[src/rtl/if_stage.sv]
// Instruction fetch stage: PC register, credit-limited in-order fetch, flushable instruction FIFO.
// Optional IF_PERF_EN adds perf_fetched / perf_bubble counters.
module if_stage #(
    parameter logic [31:0] RESET_PC   = 32'h0000_0000,
    parameter int unsigned FIFO_DEPTH = 2
) (
    input  logic        clk,
    input  logic        rst,
    output logic        imem_req_valid,
    input  logic        imem_req_ready,
    output logic [31:0] imem_req_addr,
    input  logic        imem_rsp_valid,
    input  logic [31:0] imem_rsp_data,
    input  logic        redirect_valid,
    input  logic [31:0] redirect_pc,
    output logic        id_valid,
    input  logic        id_ready,
    output logic [31:0] id_instr,
    output logic [31:0] id_pc
`ifdef IF_PERF_EN
    ,
    output logic [31:0] perf_fetched,
    output logic [31:0] perf_bubble
`endif
);
    localparam int unsigned AW = $clog2(FIFO_DEPTH);
    localparam int unsigned CW = $clog2(FIFO_DEPTH + 1);
    localparam logic [CW-1:0] DEPTH_C = CW'(FIFO_DEPTH);

    localparam logic [0:0] S_BOOT = 1'b0;
    localparam logic [0:0] S_RUN  = 1'b1;

    logic [0:0]    r_state;
    logic [31:0]   r_pc;
    logic [31:0]   r_resp_pc;
    logic [CW-1:0] r_outstanding;
    logic [CW-1:0] r_drop;
    logic [CW-1:0] r_count;
    logic [AW-1:0] r_wr_ptr;
    logic [AW-1:0] r_rd_ptr;
    logic [31:0]   r_fifo_instr [FIFO_DEPTH];
    logic [31:0]   r_fifo_pc    [FIFO_DEPTH];

    logic          w_req_fire;
    logic          w_rsp_drop;
    logic          w_push;
    logic          w_pop;
    logic          w_empty;
    logic [CW:0]   w_credit_used;
    logic [CW-1:0] w_outstanding_next;

    assign w_empty       = (r_count == '0);
    assign w_credit_used = {1'b0, r_outstanding} + {1'b0, r_count};

    assign imem_req_valid = !rst && (r_state == S_RUN) && !redirect_valid
                            && (w_credit_used < {1'b0, DEPTH_C});
    assign imem_req_addr  = r_pc;
    assign w_req_fire     = imem_req_valid && imem_req_ready;

    assign w_rsp_drop = (r_drop != '0);
    assign w_push     = imem_rsp_valid && !w_rsp_drop && !redirect_valid && !rst;

    assign id_valid = !rst && !w_empty;
    assign w_pop    = id_valid && id_ready && !redirect_valid;
    assign id_instr = id_valid ? r_fifo_instr[r_rd_ptr] : '0;
    assign id_pc    = id_valid ? r_fifo_pc[r_rd_ptr] : '0;

    // Total in flight, stale requests included; a same-cycle response is already subtracted.
    assign w_outstanding_next = r_outstanding + CW'(w_req_fire) - CW'(imem_rsp_valid);

    always_ff @(posedge clk) begin
        if (rst) begin
            // In-flight count survives reset so responses to pre-reset requests are recognised and dropped.
            r_state       <= S_BOOT;
            r_pc          <= RESET_PC;
            r_resp_pc     <= RESET_PC;
            r_outstanding <= w_outstanding_next;
            r_drop        <= w_outstanding_next;
            r_count       <= '0;
            r_wr_ptr      <= '0;
            r_rd_ptr      <= '0;
        end else begin
            r_state       <= S_RUN;
            r_outstanding <= w_outstanding_next;
            if (redirect_valid) begin
                r_pc      <= redirect_pc;
                r_resp_pc <= redirect_pc;
                r_drop    <= w_outstanding_next;
                r_count   <= '0;
                r_wr_ptr  <= '0;
                r_rd_ptr  <= '0;
            end else begin
                if (w_req_fire) begin
                    r_pc <= r_pc + 32'd4;
                end
                if (imem_rsp_valid && w_rsp_drop) begin
                    r_drop <= r_drop - CW'(1);
                end
                if (w_push) begin
                    r_resp_pc <= r_resp_pc + 32'd4;
                    r_wr_ptr  <= r_wr_ptr + AW'(1);
                end
                if (w_pop) begin
                    r_rd_ptr <= r_rd_ptr + AW'(1);
                end
                r_count <= r_count + CW'(w_push) - CW'(w_pop);
            end
        end
    end

    always_ff @(posedge clk) begin
        if (w_push) begin
            r_fifo_instr[r_wr_ptr] <= imem_rsp_data;
            r_fifo_pc[r_wr_ptr]    <= r_resp_pc;
        end
    end

`ifdef IF_PERF_EN
    logic [31:0] r_perf_fetched;
    logic [31:0] r_perf_bubble;

    always_ff @(posedge clk) begin
        if (rst) begin
            r_perf_fetched <= '0;
            r_perf_bubble  <= '0;
        end else begin
            if (w_pop) begin
                r_perf_fetched <= r_perf_fetched + 32'd1;
            end
            if (id_ready && !id_valid && (r_state == S_RUN)) begin
                r_perf_bubble <= r_perf_bubble + 32'd1;
            end
        end
    end

    assign perf_fetched = r_perf_fetched;
    assign perf_bubble  = r_perf_bubble;
`endif

    a_fifo_no_overflow: assert property (@(posedge clk) disable iff (rst)
        !(w_push && !w_pop && (r_count == DEPTH_C)));
    a_redirect_aligned: assert property (@(posedge clk) disable iff (rst)
        !(redirect_valid && (redirect_pc[1:0] != 2'b00)));
    a_rsp_expected: assert property (@(posedge clk) disable iff (rst)
        !(imem_rsp_valid && (r_outstanding == '0)));

endmodule

[config.mk]
export PLATFORM = sky130hd
export DESIGN_NAME = if_stage
export DESIGN_NICKNAME = d
export VERILOG_FILES = /design/src/rtl/if_stage.sv
export SDC_FILE = /design/constraint.sdc
export NUM_CORES = 1
export LEC_CHECK = 0
export CAP_MARGIN = 20
export CORE_ASPECT_RATIO = 0.5
export CORE_MARGIN = 10
export CORE_UTILIZATION = 50
export DETAILED_ROUTE_END_ITERATION = 10
export PLACE_DENSITY = 0.77
export SLEW_MARGIN = 25
export SYNTH_ARGS = -nofsm -noshare
export SYNTH_HDL_FRONTEND = slang
export SYNTH_SLANG_ARGS = --single-unit
[constraint.sdc]
create_clock -name clk -period 4.6 [get_ports clk]
set_input_delay 0.46 -clock clk [delete_from_list [all_inputs] [get_ports clk]]
set_output_delay 0.46 -clock clk [all_outputs]
set_load 0.02 [all_outputs]
**Word-level counts from Yosys, hierarchy flattened**

Memory sizes are Yosys's and may differ from the RTL's. A register that Yosys moved wholly into a read port is not among the register bits.
Cells that the tools add are included.

- Input bits: 70
- Bits in writable memories: 128
- Register bits: 73
- Memories kept: 2
- Output and inout bits: 98
- Word-level logic and storage cells: 58

Memory list:

| name | words | bits a word | rd ports | clocked after Yosys merged registers in | write ports | line | text |
|---|---|---|---|---|---|---|---|
| r_fifo_instr | 2 | 32 | 1 | 1 | 1 | 41 | `logic [31:0] r_fifo_instr [FIFO_DEPTH];` |
| r_fifo_pc | 2 | 32 | 1 | 1 | 1 | 42 | `logic [31:0] r_fifo_pc [FIFO_DEPTH];` |

- Multiplexer cells: 16
- Reductions and logical operators: 21
- $add $sub $neg: 10
- $lt $le $gt $ge: 1

Operator list:

| operator | count |
|---|---|
| two-way mux 32 bit | 6 |
| adder 32 x 3 -> 32 bit (second input constant) | 2 |
| logical AND 1 bit | 11 |
| two-way mux 1 bit | 7 |
| two-way mux 2 bit | 3 |
| nonzero test 2 bit | 3 |
| adder 2 x 1 -> 2 bit | 2 |
| zero test 1 bit | 4 |
| subtractor 2 x 1 -> 2 bit | 2 |
| adder 2 x 2 -> 3 bit | 1 |
| < comparator 3 x 2 -> 1 bit (second input constant) | 1 |
| nonzero test 3 bit | 1 |
| adder 1 bit (second input constant) | 2 |
| zero test 2 bit | 1 |
| OR reduction 2 bit | 1 |
| subtractor 2 x 1 -> 2 bit (second input constant) | 1 |

**Longest topological paths before layout**

Gate-level depths: netlist of run 1.

- Word-level depth: 9
- Gate-level depth with buffers: 13
- Depth with buffers taken out: 12

**Least setup slack after synthesis of run 1**

No wires, ideal clock.

- Path kind: in2reg
- Start point: input redirect_valid
- End point: memory r_fifo_instr[0][0] (enable)
- Setup time: 486 ps
- Cell stages on the path: 4
- Slack: 395 ps
- Data arrival time: 3719 ps
- Data required time: 4114 ps
- Cells stage by stage: clkbuf_1 and4bb_1 inv_1 nor2_1

- Cells in the longest elaborated chain, start to end: 5

RTL lines:

| item | line | text |
|---|---|---|
| start: declaration | 14 | `input logic redirect_valid,` |
| zero test 1 bit | 61 | `assign w_push = imem_rsp_valid && !w_rsp_drop && !redirect_valid && !rst;` |
| logical AND 1 bit (2 in series) | 61 |  |
| two-way mux 1 bit | 112 | `if (w_push) begin` |
| two-way mux 1 bit (implied by the code) | 113 | `r_fifo_instr[r_wr_ptr] <= imem_rsp_data;` |
| end: declaration | 41 |  |

Every way passes these cells.

**Final worst setup path of run 1**

- Start point: register r_count[0]
- End point: register r_drop[1] (data pin)

- Cells in the longest elaborated chain, start to end: 8

RTL lines:

| item | line | text |
|---|---|---|
| start: declaration | 38 | `logic [CW-1:0] r_count;` |
| start signal: assignment | 106 | `r_count <= r_count + CW'(w_push) - CW'(w_pop);` |
| adder 2 x 2 -> 3 bit (*) | 53 | `assign w_credit_used = {1'b0, r_outstanding} + {1'b0, r_count};` |
| < comparator 3 x 2 -> 1 bit (*) | 56 | `&& (w_credit_used < {1'b0, DEPTH_C});` |
| logical AND 1 bit (*) | 56 |  |
| logical AND 1 bit (*) | 58 | `assign w_req_fire = imem_req_valid && imem_req_ready;` |
| adder 2 x 1 -> 2 bit (*) | 69 | `assign w_outstanding_next = r_outstanding + CW'(w_req_fire) - CW'(imem_rsp_valid);` |
| subtractor 2 x 1 -> 2 bit (*) | 69 |  |
| named net w_outstanding_next[1] | 50 | `logic [CW-1:0] w_outstanding_next;` |
| two-way mux 2 bit | 85 | `if (redirect_valid) begin` |
| two-way mux 2 bit (*) | 72 | `if (rst) begin` |
| end signal: assignment | 78 | `r_drop <= w_outstanding_next;` |
| end signal: assignment | 88 | `r_drop <= w_outstanding_next;` |
| end signal: assignment | 97 | `r_drop <= r_drop - CW'(1);` |
| end: declaration | 37 | `logic [CW-1:0] r_drop;` |

Mark *: on every way through the listed nets, which the timed path passes. The rest lies on a longest branch.
A chain may end at the register's enable or synchronous reset.

==> results of run 1 <==
==> cell usage after synthesis, types with 3 or more instances <==
master    count
a211oi_1      9
a21boi_0     13
a21oi_1      14
a221oi_1      3
a311o_1       4
a311oi_1      6
a31oi_1      12
and2_1       15
and3_1        9
and4_1        9
buf_1        14
buf_2         7
clkbuf_1     31
dfxtp_1      72
edfxtp_1    130
ha_1          7
inv_1        12
mux2i_1      65
nand2_1      46
nand3_1      26
nand4_1      36
nand4b_1      3
nor2_1       94
nor2b_1       3
nor3_1       14
nor4_1       16
o211ai_1     10
o21a_1        8
o21ai_0      15
o311a_1       4
o311ai_0      5
o31a_1        4
o31ai_1       4
or3_1        11
or4_1        10
or4_4         3
xnor2_1      11
xor2_1       13
==> layout make-up <==
cell class / count / area [um^2] / area share
clock inverters: 12 / 106 / 0.00904
clock buffers: 22 / 518 / 0.0440
flip-flops and latches: 202 / 5350 / 0.455
repair buffers: 181 / 1840 / 0.156
well taps: 234 / 293 / 0.0249
inverters: 14 / 52.6 / 0.00447
multi-input cells: 539 / 3610 / 0.307
==> metrics by stage <==
step,worst slack [ps],total power (W),hold slack [ps],instances,util
6_report,1020,0.00416,456,1204,0.665
5_1_grt,730,0.00432,470,1204,0.665
4_1_cts,1070,0.00418,440,1203,0.663
3_5_place_dp,1080,0.00262,441,1169,0.628
3_3_place_gp,1180,0.00261,434,1168,0.626
2_1_floorplan,395,0.00240,420,807,-
==> logic make-up (layout without fill, tap and decap cells) <==
logic type,Yosys count,after routing,share of synthesized area
buffers and inverters,66,229,0.0279
and+or+nand+nor,314,314,0.182
DFF,202,202,0.581
adders and majority gates,8,8,0.0117
muxes,66,66,0.0720
AOI/OAI and AO/OA,127,127,0.102
xor gates and xnor gates,24,24,0.0229
==> power groups by stage <==
stage               clock network (W)  registers (W)  logic (W)
finish                        0.00157        0.00213   0.000461
global route                  0.00168        0.00214   0.000499
CTS                           0.00159        0.00213   0.000457
detailed placement                  0        0.00217   0.000453
global placement                    0        0.00216   0.000442
floorplan                           0        0.00216   0.000239
==> layer usage <==
layer	vias to the layer above	global-route usage	part of all wire
met1	3498	0.278	0.44
met2	314	0.320	0.46
li1	3382	-	-
met3	45	0.0472	0.084
met4	0	0.0428	0.016
met5	-	0	0
==> cells in the final DEF, fill, tap and decap left out, types with 7 or more instances in the layout <==
| cell | Yosys | routed |
|---|---|---|
| or3_1 | 11 | 11 |
| and2_1 | 15 | 14 |
| xor2_1 | 13 | 13 |
| buf_4 | 0 | 10 |
| edfxtp_1 | 130 | 130 |
| or4_1 | 10 | 10 |
| mux2i_1 | 65 | 65 |
| a211oi_1 | 9 | 9 |
| dfxtp_1 | 72 | 71 |
| and4_1 | 9 | 9 |
| xnor2_1 | 11 | 11 |
| clkdlybuf4s50_1 | 0 | 166 |
| a31oi_1 | 12 | 12 |
| o211ai_1 | 10 | 10 |
| o21ai_0 | 15 | 14 |
| ha_1 | 7 | 7 |
| nand3_1 | 26 | 26 |
| nor4_1 | 16 | 16 |
| inv_1 | 12 | 12 |
| nor3_1 | 14 | 14 |
| and3_1 | 9 | 9 |
| nor2_1 | 94 | 93 |
| nand4_1 | 36 | 36 |
| nand2_1 | 46 | 46 |
| clkbuf_16 | 0 | 20 |
| a21oi_1 | 14 | 14 |
| o21a_1 | 8 | 8 |
| a21boi_0 | 13 | 13 |
==> final timing paths <==
kind / slack [ps] / startpoint / endpoint
max: 1020 / r_count[0] / r_drop[1]
min: 460 / r_resp_pc[1] / r_fifo_pc[0][1]
min reg2reg: 460 / r_resp_pc[1] / r_fifo_pc[0][1]
max reg2reg: 1020 / r_count[0] / r_drop[1]
==> state kept, by name (all words and copies together), names as in the netlist, 2 cells and up, named ones only <==
name,cells
imem_req_addr,32
r_count,2
r_drop,2
r_fifo_instr,64
r_fifo_pc,64
r_outstanding,2
r_resp_pc,32
==> worst reg2reg max path: cells and delay by family, from the launching register on <==
kind | cells | cell delay (ps)
xor gates and xnor gates | 2 | 280
buffers and inverters | 3 | 630
AOI/OAI and AO/OA | 1 | 80
DFF | 1 | 430
adders and majority gates | 3 | 1000
and+or+nand+nor | 4 | 890
==> flow_metrics.env, run 1 <==
export IMPL_cp_num_cells=13
export IMPL_antenna_found_initial=0
export IMPL_syn2layout_area_growth_pct=28.0
export IMPL_rsz0062_at_grt="false"
export IMPL_hold_viol=0
export IMPL_powerDensity_mw_per_mm2=354
export IMPL_grt_overflow_total=0
export IMPL_yosys_warnings=0
export IMPL_cp_max_fo=17
export IMPL_status="finished, final reports clean"
export IMPL_postCtsSetupRepairBufs=0
export IMPL_postSynthCellCount=807
export IMPL_worstHoldPathCells=0
export IMPL_nets=1035
export IMPL_wire_per_inst_um=20.8
export IMPL_cts_hold_buf=0
export IMPL_leakage_nw=3.73
export IMPL_synth_edff_count=130
export IMPL_dpl_cell_area_mm2=0.0111
export IMPL_synth_nets=885
export IMPL_worstPathRequired_ps=4840
export IMPL_seq_area_frac_synth=0.581
export IMPL_n_fill_cell=1333
export IMPL_grtUsageTotal=0.202
export IMPL_yosysTopAreaCellShare=0.425
export IMPL_clockBufferDepth=3
export IMPL_critical_path_class="reg -> reg"
export IMPL_crit_buf_inv=3
export IMPL_p_switching_w=0.00104
export IMPL_clockRootBuffer="clkbuf_16"
export IMPL_clk_pin_slew_ps=70
export IMPL_rows=34
export IMPL_finalCriticalPeriod_ps=3580
export IMPL_path_delay_family="adder cells"
export IMPL_max_stage_delay_ps=440
export IMPL_worstMarginPinSlew_ps=929
export IMPL_pwr_share_clk=0.377
export IMPL_post_drt_via_cell_ratio=6.01
export IMPL_die_y_um=116
export IMPL_cts_resized=0
export IMPL_cts_tree="yes"
export IMPL_dp_hpwl_um=17500
export IMPL_cts_buffers=19
export IMPL_die_w_um=212
export IMPL_coreArea_mm2=0.0177
export IMPL_cp_arrival_ps=3820
export IMPL_ir_worst_vdd_uv=201
export IMPL_synthArstFlopShare=0
export IMPL_cts_sinks=202
export IMPL_clkLatencyLatePin_ps=500
export IMPL_power_frac_seq=0.512
export IMPL_grt_max_degree=65
export IMPL_vias=7239
export IMPL_grt_pass1_wl_um=39700
export IMPL_syn_mean_instance_area_um2=11.4
export IMPL_combPwrFrac=0.111
export IMPL_cpMaxStageDelayCell="fa_1"
export IMPL_routabilityCongestion=0.971
export IMPL_dr_pass1_iters=5
export IMPL_critPathCaptureType="register"
export IMPL_antenna_cells=0
export IMPL_reg2reg_depth=13
export IMPL_ant_nets=0
export IMPL_io_pins=168
export IMPL_fin_skew_ps=14.2
export IMPL_post_route_cell_area_mm2=0.0118
export IMPL_synth_seq_cells=202
export IMPL_synth_top_area_cell="edfxtp_1"
export IMPL_post_synth_num_cell_types=68
export IMPL_grt_pass1_vias=7035
export IMPL_maxSlewHeadroom=0.376
export IMPL_die_area_mm2=0.0245
export IMPL_hp_class="reg -> reg"
export IMPL_drive_above_1_share=0.0660
export IMPL_p_int_w=0.00312
export IMPL_setup_tns_final_ps=0
export IMPL_ctsHtreeMaxLevel=1
export IMPL_setup_viol=0
export IMPL_period_share=0.777
export IMPL_io_buffers=167
export IMPL_start_util=0.519
export IMPL_drt_iter0_drc=756
export IMPL_path_cells="and2_1 -> fa_1 -> nand4bb_1 -> buf_4 -> nor2_2 -> clkinv_1 -> ha_1 -> inv_1 -> ha_1 -> xnor2_1 -> xnor2_1 -> nand2_1 -> o21ai_0"
export IMPL_drc=0
export IMPL_drv_cap=0
export IMPL_synth_area_leaders="edfxtp_1 (42%), dfxtp_1 (16%), mux2i_1 (7.1%), nor2_1 (3.8%), nand4_1 (2.4%)"
export IMPL_synth_main_ff_cell="edfxtp_1"
export IMPL_critPathLaunchType="register"
export IMPL_synth_area_mm2=0.00919
export IMPL_max_freq_mhz=280
export IMPL_p_sw_frac=0.251
export IMPL_wirelength_um=25100
export IMPL_drv_slew=0
No activity file was read; power rests on OpenSTA's default activity.
==> run 2, diff against run 1 <==
clock period = 3.41 ns   (was 4.6 ns; I/O delays follow)
==> flow_metrics.env, run 2 (synthesized netlist as in run 1, its figures left out) <==
export IMPL_path_cells="and2_1 -> fa_1 -> nand4bb_1 -> nor2_2 -> clkinv_1 -> ha_1 -> inv_1 -> ha_1 -> xnor2_1 -> xnor2_1 -> nand2_1 -> o21ai_0"
export IMPL_cts_hold_buf=0
export IMPL_leakage_nw=3.76
export IMPL_hp_class="in -> reg"
export IMPL_setup_viol=0
export IMPL_hold_viol=0
export IMPL_power_total_w=0.00556
export IMPL_maxSlewHeadroom=0.398
export IMPL_wire_per_inst_um=20.6
export IMPL_dp_hpwl_um=17400
export IMPL_status="finished, final reports clean"
export IMPL_start_util=0.519
export IMPL_rsz0062_at_grt="false"
export IMPL_multi_input_area_mm2=0.00361
export IMPL_wirelength_um=24900
export IMPL_period_share=0.856
export IMPL_top_regs="r_fifo_instr (64), r_fifo_pc (64)"
export IMPL_routabilityCongestion=0.930
export IMPL_finalCriticalPeriod_ps=2920
export IMPL_grt_pass1_vias=6919
export IMPL_ir_worst_vdd_uv=270
export IMPL_drc=0
export IMPL_cts_resized=0
export IMPL_fin_hold_ws_ps=444
export IMPL_antenna_cells=0
export IMPL_syn2layout_area_growth_pct=28.4
export IMPL_path_delay_family="adder cells"
export IMPL_final_common_cell="clkdlybuf4s50_1"
export IMPL_die_area_mm2=0.0245
export IMPL_cpMaxStageDelayCell="fa_1"
export IMPL_crit_buf_inv=2
export IMPL_ant_nets=0
export IMPL_drive_above_1_share=0.0637
export IMPL_critPathLaunchType="register"
export IMPL_io_pins=168
export IMPL_grt_overflow_total=0
export IMPL_final_cell_mix="clkdlybuf4s50_1 (166), edfxtp_1 (130), nor2_1 (93)"
export IMPL_ctsHtreeMaxLevel=1
export IMPL_setup_tns_final_ps=0
export IMPL_dr_pass1_iters=8
export IMPL_post_drt_via_cell_ratio=6.02
export IMPL_drv_slew=0
export IMPL_die_w_um=212
export IMPL_io_buffers=167
export IMPL_n_fill_cell=1345
export IMPL_critical_path_class="reg -> reg"
export IMPL_cp_arrival_ps=3160
export IMPL_grt_max_degree=54
export IMPL_worstMarginPinSlew_ps=896
export IMPL_antenna_found_initial=0
export IMPL_cts_sinks=202
export IMPL_max_freq_mhz=342
export IMPL_drt_iter0_drc=750
export IMPL_clkLatencyLatePin_ps=490
export IMPL_coreArea_mm2=0.0177
export IMPL_die_y_um=116
export IMPL_drv_cap=0
export IMPL_powerDensity_mw_per_mm2=472
export IMPL_fin_skew_ps=20.9
export IMPL_clk_pin_slew_ps=70
export IMPL_rows=34
export IMPL_cts_tree="yes"
export IMPL_max_stage_delay_ps=450
export IMPL_grt_pass1_wl_um=38400
export IMPL_clockRootBuffer="clkbuf_16"
export IMPL_grtUsageTotal=0.194
export IMPL_worstPathRequired_ps=3650
export IMPL_nets=1040
export IMPL_vias=7274
export IMPL_seq_area_mm2=0.00535
export IMPL_critPathCaptureType="register"
export IMPL_clockBufferDepth=3
export IMPL_postCtsSetupRepairBufs=0
export IMPL_cp_max_fo=8
export IMPL_cts_buffers=19
-- run 2: path summary, 6_finish.rpt --
check | startpoint | end | slack (ps) | depth (start not counted)
worst max-delay path | r_count[0] | r_drop[1] | 490 | 12
worst min-delay path | imem_rsp_data[27] | r_fifo_instr[0][27] | 440 | 1
worst max register to register | r_count[0] | r_drop[1] | 490 | 12
worst min register to register | r_resp_pc[0] | r_fifo_pc[1][0] | 460 | 0
-- run 2: metal layers --
layer / track usage / routed length [um]
met1: 0.266 / 10700
met2: 0.311 / 11300
met3: 0.0412 / 2330
met4: 0.0462 / 564
met5: 0 / 0
-- run 2: worst reg2reg max path, stage by stage, from the launching register on --
cell       delay [ps]
dfxtp_1           410
and2_1            170
fa_1              450
nand4bb_1         260
nor2_2            150
clkinv_1          230
ha_1              360
inv_1              40
ha_1              180
xnor2_1           180
xnor2_1           110
nand2_1            70
o21ai_0            70
-- run 2: power by group --
group          switching [W]  leakage (nW)  internal [W]
combinational       0.000340          1.69      0.000287
sequential          0.000132          1.78       0.00274
clock               0.000882         0.295       0.00118
total                0.00135          3.76       0.00421
-- run 2: metrics by stage --
step	std cells	setup slack (ps)	utilization	cell area, um^2
floorplan	807	226	-	9200
global placement	1174	643	0.631	11200
detailed placement	1174	530	0.631	11200
CTS	1207	439	0.665	11800
global route	1208	301	0.667	11800
finish	1208	490	0.667	11800
-- run 2: layout make-up --
| type | count | share of cell area |
|---|---|---|
| multi-input cells | 539 | 0.306 |
| repair buffers | 186 | 0.160 |
| inverters | 14 | 0.00445 |
| flip-flops and latches | 202 | 0.453 |
| clock inverters | 6 | 0.00551 |
| clock buffers | 27 | 0.0455 |
| well taps | 234 | 0.0248 |
==> run 3, diff against run 2 <==
CORE_MARGIN = not set   (was 10)
CORE_UTILIZATION = 53   (was 50)
PLACE_DENSITY = 0.81   (was 0.77)
==> flow_metrics.env, run 3 (synthesized netlist as in run 1, its figures left out) <==
export IMPL_status="finished, final reports clean"
export IMPL_clockBufferDepth=3
export IMPL_dp_hpwl_um=15200
export IMPL_syn2layout_area_growth_pct=27.1
export IMPL_grt_max_degree=66
export IMPL_worstPathRequired_ps=3650
export IMPL_maxSlewHeadroom=0.366
export IMPL_hp_class="in -> reg"
export IMPL_grt_pass1_vias=6788
export IMPL_n_fill_cell=1203
export IMPL_r2r_end="r_drop[1]"
export IMPL_clk_pin_slew_ps=60
export IMPL_post_drt_via_cell_ratio=6.03
export IMPL_path_cells="and2_1 -> fa_1 -> nand4bb_1 -> nor2_2 -> clkinv_1 -> ha_1 -> inv_1 -> ha_1 -> xnor2_1 -> xnor2_1 -> nand2_1 -> o21ai_0"
export IMPL_io_buffers=167
export IMPL_fin_skew_ps=12.6
export IMPL_cp_num_cells=12
export IMPL_period_share=0.877
export IMPL_antenna_found_initial=0
export IMPL_cp_arrival_ps=3220
export IMPL_cp_max_fo=8
export IMPL_grt_pass1_wl_um=35600
export IMPL_antenna_cells=0
export IMPL_powerDensity_mw_per_mm2=466
export IMPL_clockRootBuffer="clkbuf_16"
export IMPL_drv_cap=0
export IMPL_io_pins=168
export IMPL_leakage_nw=3.71
export IMPL_drc=0
export IMPL_worstMarginPinSlew_ps=944
export IMPL_ctsHtreeMaxLevel=1
export IMPL_cts_tree="yes"
export IMPL_cpMaxStageDelayCell="fa_1"
export IMPL_ant_nets=0
export IMPL_reg2reg_depth=12
export IMPL_grt_busiest_layer="met2"
export IMPL_clkLatencyLatePin_ps=490
export IMPL_finalCriticalPeriod_ps=2990
export IMPL_critical_path_class="reg -> reg"
export IMPL_rsz0062_at_grt="false"
export IMPL_ir_worst_vdd_uv=348
export IMPL_r2r_start="r_count[0]"
export IMPL_coreArea_mm2=0.0167
export IMPL_cp_endpoint="r_drop[1]"
export IMPL_critPathCaptureType="register"
export IMPL_max_freq_mhz=335
export IMPL_grtUsageTotal=0.252
export IMPL_final_common_cell="clkdlybuf4s50_1"
export IMPL_multi_input_area_mm2=0.00361
export IMPL_path_delay_family="adder cells"
export IMPL_wirelength_um=22700
export IMPL_cts_resized=0
export IMPL_die_w_um=188
export IMPL_rows=33
export IMPL_cts_sinks=202
export IMPL_startpoint="r_count[0]"
export IMPL_max_stage_delay_ps=460
export IMPL_drive_above_1_share=0.0586
export IMPL_wire_per_inst_um=19.0
export IMPL_start_util=0.551
export IMPL_dr_pass1_iters=5
export IMPL_cts_buffers=19
export IMPL_setup_tns_final_ps=0
export IMPL_die_y_um=95.1
export IMPL_die_area_mm2=0.0179
export IMPL_routabilityCongestion=0.891
export IMPL_use_met1=0.355
export IMPL_final_cell_mix="clkdlybuf4s50_1 (166), edfxtp_1 (130), nor2_1 (93)"
export IMPL_vias=7225
export IMPL_cts_hold_buf=0
export IMPL_drt_iter0_drc=511
export IMPL_hold_viol=0
export IMPL_grt_overflow_total=0
export IMPL_power_total_w=0.00545
export IMPL_grt_met3_usage=0.0519
export IMPL_postCtsSetupRepairBufs=0
export IMPL_seq_area_mm2=0.00535
export IMPL_nets=1037
export IMPL_grtUsageMet2=0.400
export IMPL_setup_viol=0
export IMPL_reg2reg_slack_ps=420
export IMPL_critPathLaunchType="register"
export IMPL_drv_slew=0
export IMPL_crit_buf_inv=2
export IMPL_top_regs="r_fifo_instr (64), r_fifo_pc (64)"
run 3: cell types whose count changed in the layout (fill, tap and decap cells not counted), sizes merged:
| cell | before | now |
|---|---|---|
| clkinvlp | 0 | 1 |
| clkbuf | 27 | 28 |
| bufinv | 1 | 0 |
| inv | 13 | 14 |
| buf | 20 | 17 |
| clkinv | 6 | 5 |
run 3: power breakdown:
group / switching [W] / leakage, nW / internal (W)
Combinational: 0.000335 / 1.65 / 0.000283
Sequential: 0.000135 / 1.78 / 0.00274
Clock: 0.000872 / 0.270 / 0.00108
Total: 0.00134 / 3.71 / 0.00411
run 3: worst min-delay path, cell delays in order:
cell	delay (ps)
buf_2	210
nand2b_1	130
o311a_1	160
run 3: per-layer routing:
| metal | part of all wire | wire [um] | up-vias |
|---|---|---|---|
| li1 | - | - | 3395 |
| met1 | 0.45 | 10200 | 3446 |
| met2 | 0.45 | 10200 | 360 |
| met3 | 0.088 | 2010 | 24 |
| met4 | 0.012 | 276 | 0 |
| met5 | 0 | 0 | - |
run 3: layout make-up:
type / count / area share
clock inverter: 6 / 0.00278
tap: 227 / 0.0243
clock buffer: 28 / 0.0453
sequential: 202 / 0.458
inverter: 14 / 0.00450
multi-input combinational: 539 / 0.309
timing repair buffer: 183 / 0.156
run 3: how the worst min path moves through the flow:
stage	from	slack, ps	depth (start not counted)	endpoint
4_1_cts	redirect_valid	380	3	r_resp_pc[26]
3_3_place_gp	r_resp_pc[0]	430	0	r_fifo_pc[0][0]
5_1_grt	imem_rsp_data[23]	420	1	r_fifo_instr[0][23]
3_5_place_dp	r_resp_pc[1]	450	0	r_fifo_pc[0][1]
2_1_floorplan	r_resp_pc[9]	420	0	r_fifo_pc[0][9]
6_report	redirect_valid	390	3	r_resp_pc[26]
run 3: stage by stage:
step / hold slack, ps / instances / cell area, um^2 / utilization / worst slack [ps]
2_1_floorplan: 420 / 807 / 9200 / - / 226
3_3_place_gp: 431 / 1165 / 11100 / 0.667 / 504
3_5_place_dp: 450 / 1165 / 11100 / 0.667 / 449
4_1_cts: 379 / 1199 / 11700 / 0.700 / 437
5_1_grt: 416 / 1199 / 11700 / 0.700 / 210
6_report: 389 / 1199 / 11700 / 0.700 / 421
